$ cat config.mk
export PLATFORM = sky130hd
export DESIGN_NAME = sm18a
export DESIGN_NICKNAME = d
export VERILOG_FILES = /design/src/rtl/sm18a.sv
export SDC_FILE = /design/constraint.sdc
export NUM_CORES = 1
export LEC_CHECK = 0
export CORE_ASPECT_RATIO = 1.5
export CORE_MARGIN = 5
export CORE_UTILIZATION = 37
export CTS_CLUSTER_DIAMETER = 50
export CTS_CLUSTER_SIZE = 16
export DETAILED_ROUTE_END_ITERATION = 10
export MAX_ROUTING_LAYER = met4
export PLACE_DENSITY = 0.65
export SYNTH_ARGS = -nofsm -noshare
export SYNTH_HDL_FRONTEND = slang
export SYNTH_SLANG_ARGS = --single-unit
export TNS_END_PERCENT = 10
$ cat constraint.sdc
create_clock -name CLK -period 11.06 [get_ports CLK]
set_input_delay 1.106 -clock CLK [delete_from_list [all_inputs] [get_ports CLK]]
set_output_delay 1.106 -clock CLK [all_outputs]
set_load 0.005 [all_outputs]
$ cat src/rtl/sm18a.sv
// sm18a: pipelined two's-complement to sign-magnitude converter with peak tracking.
//
// It takes a two's-complement sample and returns its sign and saturated absolute value. The most
// negative code has no positive counterpart, so its magnitude saturates to all ones and OVF is
// raised. PK holds the largest magnitude produced since the last clear or reset.
//
// Ports:
//   CLK   in   clock; all state changes on the rising edge
//   RST   in   synchronous active-high reset; takes priority over VI and PCLR
//   VI    in   input valid strobe; a sample may arrive every cycle
//   D     in   [WIDTH-1:0] two's-complement sample
//   VO    out  output valid; high for one cycle per sample, two cycles after VI
//   S     out  sign of the sample (1 = negative)
//   M     out  [WIDTH-2:0] saturated magnitude
//   OVF   out  high with VO when the sample was the most negative code
//   PCLR  in   peak clear strobe
//   PK    out  [WIDTH-2:0] running peak of M
module sm18a #(
    parameter int unsigned WIDTH = 18
) (
    input  logic             CLK,
    input  logic             RST,
    input  logic             VI,
    input  logic [WIDTH-1:0] D,
    output logic             VO,
    output logic             S,
    output logic [WIDTH-2:0] M,
    output logic             OVF,
    input  logic             PCLR,
    output logic [WIDTH-2:0] PK
);

    // Stage 1 registers
    logic [WIDTH-1:0] d_q, d_d;
    logic             v1_q, v1_d;

    // Stage 2 registers
    logic             vo_q, vo_d;
    logic             s_q, s_d;
    logic [WIDTH-2:0] m_q, m_d;
    logic             ovf_q, ovf_d;
    logic [WIDTH-2:0] pk_q, pk_d;

    // Conversion of the stage 1 word
    logic             sign;
    logic [WIDTH-1:0] neg;
    logic             is_min;
    logic [WIDTH-2:0] new_m;

    always_comb begin
        sign   = d_q[WIDTH-1];
        neg    = ~d_q + {{(WIDTH-1){1'b0}}, 1'b1};
        // -2^(WIDTH-1) negates to itself; its low bits would read as zero, so saturate instead.
        is_min = sign && (d_q[WIDTH-2:0] == '0);
        if (is_min) begin
            new_m = {(WIDTH-1){1'b1}};
        end else if (sign) begin
            new_m = neg[WIDTH-2:0];
        end else begin
            new_m = d_q[WIDTH-2:0];
        end
    end

    always_comb begin
        d_d   = d_q;
        v1_d  = VI;
        vo_d  = v1_q;
        s_d   = s_q;
        m_d   = m_q;
        ovf_d = ovf_q;
        pk_d  = pk_q;

        if (VI) begin
            d_d = D;
        end

        if (v1_q) begin
            s_d   = sign;
            m_d   = new_m;
            ovf_d = is_min;
            // A clear coinciding with a load restarts the peak at that sample.
            if (PCLR || (new_m > pk_q)) begin
                pk_d = new_m;
            end
        end else if (PCLR) begin
            pk_d = '0;
        end
    end

    always_ff @(posedge CLK) begin
        if (RST) begin
            d_q   <= '0;
            v1_q  <= 1'b0;
            vo_q  <= 1'b0;
            s_q   <= 1'b0;
            m_q   <= '0;
            ovf_q <= 1'b0;
            pk_q  <= '0;
        end else begin
            d_q   <= d_d;
            v1_q  <= v1_d;
            vo_q  <= vo_d;
            s_q   <= s_d;
            m_q   <= m_d;
            ovf_q <= ovf_d;
            pk_q  <= pk_d;
        end
    end

    assign VO  = vo_q;
    assign S   = s_q;
    assign M   = m_q;
    assign OVF = ovf_q;
    assign PK  = pk_q;

endmodule
# Yosys cells after proc, flatten, opt, wreduce, memory -nomap -nowiden
# Cells that the tools add are included.
totals:
  ff_bits: 56
  latchBits: 0
  ramBits: 0
  rom_bits: 0
  in_bits: 22
  out_inout_bits: 37
  mem_count: 0
op_classes:
  n_addsub: 1
  multipliers: 0
  n_div: 0
  order_cmp: 1
  n_eq_ne: 1
  shift: 0
  n_mux: 5
  bitwise: 1
  n_reduce_logical: 5
ops:
  columns: ["operator", "count"]
  rows:
  - ["17-bit two-way mux", 5]
  - ["17-bit by 1-bit adder with 17-bit output (second input constant)", 1]
  - ["17-bit greater-than comparator", 1]
  - ["17-bit zero test", 1]
  - ["17-bit inverter", 1]
  - ["2-bit by 1-bit inequality test with 1-bit output (second input constant)", 1]
  - ["2-bit AND reduction", 1]
  - ["2-bit nonzero test", 1]
  - ["1-bit logical AND", 1]
  - ["1-bit logical OR", 1]

# Depth between registers and ports, before layout
# Gate-level depths: netlist of the first run.
depth:
  word_depth: 8
  ltp_mapped: 21
  depth_no_buf: 18

# Worst setup path after synthesis of the first run
# OpenSTA, ideal clock, no wires.
synth_timing:
  path_kind: "register to register"
  from: "register d_q[0]"
  to: "register pk_q[4] (netlist: PK[4])"
  setup_time_ns: 0.087
  t_arrival_ns: 4.878
  required_ns: 10.973
  slack_ns: 6.095
  path_stages_with_launch: 21
  path_buffers: 4
  cell_sequence: "dfxtp_1 -> inv_1 -> ha_1 -> or4b_1 -> or2_2 -> clkbuf_1 -> or2_1 -> nor3_1 -> ha_1 -> clkbuf_1 -> buf_1 -> o31ai_1 -> o21ai_0 -> ha_1 -> a211oi_1 -> nor2_1 -> a2111oi_0 -> o21a_1 -> clkbuf_1 -> nor2_1 -> o31ai_1"
synth_via:
  elab_chain_len: 8
  word_cells_on_any_way: 12
synth_rtl:
  columns: ["item", "line_no", "rtl"]
  rows:
  - ["start: declaration", "34", "logic [WIDTH-1:0] d_q, d_d;"]
  - ["start signal: assignment", "92", "d_q <= '0;"]
  - ["start signal: assignment", "100", "d_q <= d_d;"]
  - ["17-bit inverter", "52", "neg = ~d_q + {{(WIDTH-1){1'b0}}, 1'b1};"]
  - ["17-bit by 1-bit adder with 17-bit output", "52", null]
  - ["17-bit two-way mux", "57", "end else if (sign) begin"]
  - ["17-bit two-way mux *", "55", "if (is_min) begin"]
  - ["via new_m[6]", "48", "logic [WIDTH-2:0] new_m;"]
  - ["17-bit greater-than comparator *", "82", "if (PCLR || (new_m > pk_q)) begin"]
  - ["1-bit logical OR *", "82", null]
  - ["2-bit by 1-bit inequality test with 1-bit output (no source line) *", null, null]
  - ["2-bit AND reduction (no source line) *", null, null]
  - ["end signal: assignment", "106", "pk_q <= pk_d;"]
  - ["end: declaration", "42", "logic [WIDTH-2:0] pk_q, pk_d;"]
# Mark *: on every way through the listed nets, which the timed path passes. The rest lies on a longest branch. The select of a mux whose other input is x is not followed.
# A chain may end at the register's enable or synchronous reset.

# Final worst setup path of the first run
layout_timing:
  from: "register d_q[0]"
  to: "register pk_q[5] (netlist: PK[5])"
layout_via:
  elab_chain_len: 8
  word_cells_on_any_way: 12
layout_rtl:
  columns: ["item", "line_no"]
  rows:
  - ["17-bit inverter", "52"]
  - ["17-bit by 1-bit adder with 17-bit output", "52"]
  - ["17-bit two-way mux", "57"]
  - ["17-bit two-way mux *", "55"]
  - ["via new_m[5]", "48"]
  - ["17-bit greater-than comparator", "82"]
  - ["1-bit logical OR", "82"]
  - ["2-bit by 1-bit inequality test with 1-bit output (no source line)", null]
  - ["2-bit AND reduction (no source line)", null]
# Marks and branches as above.

==> results of run 1 <==
==> worst min-delay path by stage <==
stage	cells past startpoint	slack, ns	startpoint	end
after global routing	2	0.48	M[7]$_SDFFE_PP0P_	M[7]$_SDFFE_PP0P_
final	2	0.46	M[8]$_SDFFE_PP0P_	M[8]$_SDFFE_PP0P_
after floorplan	2	0.45	OVF$_SDFFE_PP0P_	OVF$_SDFFE_PP0P_
after global placement	2	0.44	OVF$_SDFFE_PP0P_	OVF$_SDFFE_PP0P_
after CTS	2	0.47	M[13]$_SDFFE_PP0P_	M[13]$_SDFFE_PP0P_
after detailed placement	2	0.46	M[13]$_SDFFE_PP0P_	M[13]$_SDFFE_PP0P_
==> cells in the mapped netlist (2+ instances only) <==
master    number  area (um^2)
a211oi_1       3         22.5
a21oi_1       23          115
buf_1          5         18.8
buf_2          4         20.0
clkbuf_1      13         48.8
dfxtp_1       56         1120
ha_1          19          238
inv_1         25         93.8
mux2i_1       27          270
nand2_1       20         75.1
nand3_1        3         15.0
nand4_1       11         68.8
nor2_1        34          128
nor2b_1        2         12.5
nor3_1         5         25.0
o211ai_1       5         37.5
o21a_1         5         37.5
o21ai_0       22          110
o21ai_1        4         20.0
o22a_1         3         26.3
o31a_1         2         17.5
o31ai_1       12         90.1
o41ai_1        2         17.5
or3_1          9         56.3
or4_1          7         52.6
==> metal layers <==
| metal | share of wire, % | up-vias |
|---|---|---|
| met1 | 43 | 1235 |
| met5 | 0 | - |
| li1 | - | 1343 |
| met3 | 4.2 | 13 |
| met2 | 50 | 79 |
| met4 | 2.2 | 0 |
==> flip-flops by register name, summed over array words and instances (netlist names) <==
name	cells
d_q	18
M	17
S	1
OVF	1
PK	17
v1_q	1
VO	1
==> layout make-up <==
class,count,area share (%)
clock buffers,5,3.31
clock inverters,2,1.59
inverters,25,2.49
multi-input cells,242,44.0
flip-flops and latches,56,29.7
well taps,105,3.48
repair buffers,59,15.4
==> logic make-up (layout without fill, tap and decap cells) <==
| family | Yosys count | after routing | share of synthesized area (%) |
|---|---|---|---|
| simple gates | 100 | 100 | 16.8 |
| compound gates | 96 | 96 | 22.0 |
| flops | 56 | 56 | 37.7 |
| buf+inv | 48 | 91 | 6.48 |
| mux | 27 | 27 | 9.08 |
| fa+ha+maj | 19 | 19 | 7.99 |
==> power breakdown <==
group          total [mW]  switching (mW)  leakage (nW)  internal, mW
Clock               0.201          0.0725        0.0899         0.129
Sequential          0.220         0.00992         0.457         0.210
Combinational      0.0974          0.0540         0.834        0.0434
==> stage by stage <==
stage               total power [mW]  hold WS, ns
global placement               0.320        0.445
detailed placement             0.322        0.456
global route                   0.542        0.485
finish                         0.518        0.463
CTS                            0.523        0.467
floorplan                      0.287        0.453
==> critical path, stage by stage (launching register included) <==
cell	delay, ns
dfxtp_1	0.36
inv_1	0.07
ha_1	0.18
or4b_1	0.51
or2_2	0.39
or2_1	0.27
nor3_1	0.14
ha_1	0.64
nor2b_1	0.32
o21ai_0	0.16
nand2_1	0.07
o21ai_0	0.24
ha_1	0.21
nand4_1	0.14
or3_1	0.42
o22ai_1	0.77
nor2_1	0.43
o31ai_1	0.32
==> flow_metrics.tcl, run 1 <==
set metrics [dict create \
    syn_to_final_growth_pct 26.9 \
    fin_cells 494 \
    grt_pass1_wl_um 12800 \
    final_cell_mix "57 x clkdlybuf4s50_1, 56 x dfxtp_1, 34 x nor2_1" \
    syn_nets 387 \
    clk_pin_slew_ns 0.07 \
    dieArea_um2 9970 \
    clk_latency_ns 0.30 \
    routed_wl_um 7730 \
    cts_made_buffers 5 \
    syn-instance-count 346 \
    clock_sinks 56 \
    tightest_slew_ns 1.09 \
    outcome "complete, no violations" \
    clock_path_buffers 2 \
    path_class "reg2reg" \
    worstSetupEndpointType "flip-flop" \
    setup_violations 0 \
    grt_max_degree 59 \
    hold_class "reg2reg" \
    cts_hold_buf 0 \
    io_buffers 58 \
    synth_edf_count 0 \
    final-max-slew-violation-count 0 \
    rr_endpoint "PK[5]$_SDFFE_PP0P_" \
    dp_slack_ns 5.37 \
    hold_viol_final 0 \
    netlist_area_um2 2980 \
    timing.setup.tns_ns 0 \
    n_fill_cell 740 \
    drive_gt1_share_pct 3.60 \
    finish.instance_area_um2 3780 \
    ant_nets 0 \
    post-route-min-period_ns 5.77 \
    seq_area_frac_synth_pct 37.7 \
    postCtsSetupBuffers 0 \
    yosysWarnings 0 \
    grt_usage_pct 16.1 \
    placed_area_um2 3590 \
    hpwl_um 5740 \
    grt_pass1_vias 2618 \
    synth_ff_type "dfxtp_1" \
    initial_core_util_pct 37.4 \
    critPathLaunchType "flip-flop" \
    num_vias 2670 \
    yosys.cell_types.count 50 \
    ys_seq_elements 56 \
    rsz0062_at_grt "no" \
    drt-initial-drc-count 134 \
    use_met2_pct 27.5 \
    drt_pre_antenna_iters 4 \
    die_x_um 83.2 \
    slew-limit-headroom_pct 27.2 \
    fp.coreArea_um2 7960 \
    arrival_ns 5.97 \
    avgSynthCellArea_um2 8.60 \
    cap_violations 0 \
    antenna_found_initial 0 \
    crit_end "PK[5]$_SDFFE_PP0P_" \
    final_common_cell "clkdlybuf4s50_1" \
    ir_worst_vdd_v 0.0000602 \
    grt_most_used_layer "met2" \
    power.density_nw_per_um2 137 \
    crit_required_ns 11.26 \
    async_flop_share_pct 0 \
    power.leakage_nw 1.38 \
    die_y_um 120 \
    setup_ws_ns 5.29 \
    cts_resized 0 \
    overflow 0 \
    h-tree-depth 2 \
    use_met3_pct 2.68 \
    critPathLaunch "d_q[0]$_SDFFE_PP0P_" \
    reg2reg_slack_ns 5.29 \
    finClkSkew_ns 0.00607 \
    fmax_ghz 0.173 \
    detail_route.wl_per_cell_um 15.6 \
    final_nets 430 \
    routabilityCongestion 0.830 \
    cts_tree "done" \
    pin_count 59 \
    rr_worst_depth 17 \
    viasPerCell 5.40 \
    drc 0 \
    period_share_pct 52.2 \
    r2r-start "d_q[0]$_SDFFE_PP0P_" \
    final_util_pct 47.5 \
    diodes 0 \
    std_cell_rows 40 \
    seqCellArea_um2 1120 \
    critical_path_peak_fanout 21 \
    clockRootBuffer "clkbuf_16" \
    multi_input_area_um2 1660 \
    grt.met1_usage_pct 18.7 \
    dp_cells 487 \
]
No activity file was read; power rests on OpenSTA's default activity.
==> run 2, diff against run 1 <==
Settings changed: PLACE_DENSITY 0.65 to 0.67.
Clock period 11.06 ns to 4.6 ns, I/O delays scaled along.
==> flow_metrics.tcl, run 2 (same netlist as run 1, synthesis figures left out) <==
set metrics [dict create \
    routed_wl_um 7870 \
    routabilityCongestion 0.894 \
    overflow 0 \
    dieArea_um2 9970 \
    antenna_found_initial 0 \
    final-max-slew-violation-count 0 \
    cts_tree "done" \
    outcome "complete, no violations" \
    h-tree-depth 2 \
    fp.coreArea_um2 7960 \
    worstSetupEndpointType "flip-flop" \
    clockRootBuffer "clkbuf_16" \
    rr_endpoint "PK[15]$_SDFFE_PP0P_" \
    diodes 0 \
    cap_violations 0 \
    syn_to_final_growth_pct 34.6 \
    grt_usage_pct 16.1 \
    placed_area_um2 3770 \
    std_cell_rows 40 \
    power.density_nw_per_um2 308 \
    tightest_slew_ns 1.07 \
    reg2reg_slack_ns 0.28 \
    n_fill_cell 766 \
    ant_nets 0 \
    clk_latency_ns 0.29 \
    largest_reg_flops 18 \
    final_common_cell "clkdlybuf4s50_1" \
    pin_count 59 \
    dp_cells 511 \
    ir_worst_vdd_v 0.000219 \
    setup_violations 0 \
    cpPeakStageDelay_ns 0.49 \
    top_register "d_q" \
    power.leakage_nw 1.53 \
    holdPathEnd "OVF$_SDFFE_PP0P_" \
    initial_core_util_pct 37.4 \
    final_nets 459 \
    fin_cells 524 \
    worstPathCellList "inv_1 > ha_1 > or4b_4 > or2_2 > or2_1 > nor3_2 > ha_2 > buf_4 > o32a_1 > o31a_1 > ha_1 > a21o_1 > a221o_1 > a21oi_1 > o21a_2 > nor2_1 > buf_4 > o31ai_1" \
    die_x_um 83.2 \
    io_buffers 58 \
    clock_sinks 56 \
    slew-limit-headroom_pct 28.5 \
    hold_viol_final 0 \
    drive_gt1_share_pct 12.2 \
    rr_worst_depth 18 \
    slowest_stage "or4b_4" \
    fmax_ghz 0.231 \
    r2r-start "d_q[0]$_SDFFE_PP0P_" \
    detail_route.wl_per_cell_um 15.0 \
    clk_pin_slew_ns 0.07 \
    clock_path_buffers 2 \
    min_from "OVF$_SDFFE_PP0P_" \
    cts_hold_buf 0 \
    hold_class "reg2reg" \
    cts_made_buffers 5 \
    final_cell_mix "57 x clkdlybuf4s50_1, 56 x dfxtp_1, 34 x nor2_1" \
    critical_path_peak_fanout 10 \
    grt_max_degree 59 \
    drc 0 \
    path_class "reg2reg" \
    finish.instance_area_um2 4000 \
    die_y_um 120 \
    hpwl_um 6060 \
    critPathLaunchType "flip-flop" \
    finClkSkew_ns 0.00768 \
    holdPathStages 2 \
    viasPerCell 5.32 \
    period_share_pct 93.9 \
    num_vias 2787 \
    drt_pre_antenna_iters 5 \
    arrival_ns 4.52 \
    grt_pass1_wl_um 12900 \
    crit_required_ns 4.80 \
    post-route-min-period_ns 4.32 \
    drt-initial-drc-count 120 \
    grt_pass1_vias 2649 \
]
-- run 2: changes by cell type in the layout (fill, tap and decap cells not counted), sizes merged --
cell,delta
buf,+29
bufinv,-1
clkinv,+1
clkinvlp,+1
-- run 2: per-stage QoR --
stage / setup slack (ns) / hold slack (ns) / power [mW] / util, % / setup TNS [ns]
6_report: 0.280 / 0.461 / 1.23 / 50.3 / 0
5_1_grt: -0.0226 / 0.487 / 1.30 / 50.3 / -0.0524
4_1_cts: 0.0681 / 0.465 / 1.23 / 49.5 / 0
3_5_place_dp: -0.00194 / 0.454 / 0.800 / 47.4 / -0.00194
3_3_place_gp: 0.175 / 0.446 / 0.793 / 47.4 / 0
2_1_floorplan: 0.0453 / 0.453 / 0.693 / - / 0
-- run 2: area by class of cell --
cell class              count  area [um^2]  share of cell area [%]
clock buffers               5          125                    3.13
clock inverters             3         42.5                    1.06
inverters                  25         93.8                    2.34
multi-input cells         242         1690                    42.2
flip-flops and latches     56         1120                    28.0
well taps                 105          131                    3.28
repair buffers             88          801                    20.0
-- run 2: where the power goes --
part,switching (mW),internal (mW)
Sequential,0.0203,0.505
Combinational,0.144,0.138
Clock,0.170,0.256
Total,0.334,0.899
-- run 2: what timing repair did --
action | CTS | global route
pin swaps | 0 | 4
setup endpoints to repair | 4 | 17
buffers inserted | 0 | 5
gates resized for setup | 1 | 7
-- run 2: routing by layer --
layer  track usage, %  wire [um]  vias up
li1                 -          -     1405
met1             18.2       3280     1291
met2             28.5       4080       78
met3             2.47        364       13
met4             6.24        146        0
met5                -          0        -
-- run 2: worst max-delay path by stage --
stage                   startpoint                   to  slack (ns)  cells past startpoint
6_report       d_q[0]$_SDFFE_PP0P_  PK[15]$_SDFFE_PP0P_        0.28                     18
5_1_grt        d_q[0]$_SDFFE_PP0P_  PK[15]$_SDFFE_PP0P_       -0.02                     20
4_1_cts        d_q[1]$_SDFFE_PP0P_  PK[15]$_SDFFE_PP0P_        0.07                     18
3_5_place_dp   d_q[1]$_SDFFE_PP0P_  PK[15]$_SDFFE_PP0P_      -0.002                     18
3_3_place_gp   d_q[0]$_SDFFE_PP0P_  PK[15]$_SDFFE_PP0P_        0.18                     18
2_1_floorplan  d_q[0]$_SDFFE_PP0P_   PK[4]$_SDFFE_PP0P_        0.05                     20
-- run 2: critical path, delay by kind of cell (launching register included) --
family	cells	cell delay, ns
and+or+nand+nor	5	1.28
buffers and inverters	3	0.41
adders and majority gates	3	0.68
AOI/OAI and AO/OA	7	1.53
DFF	1	0.31
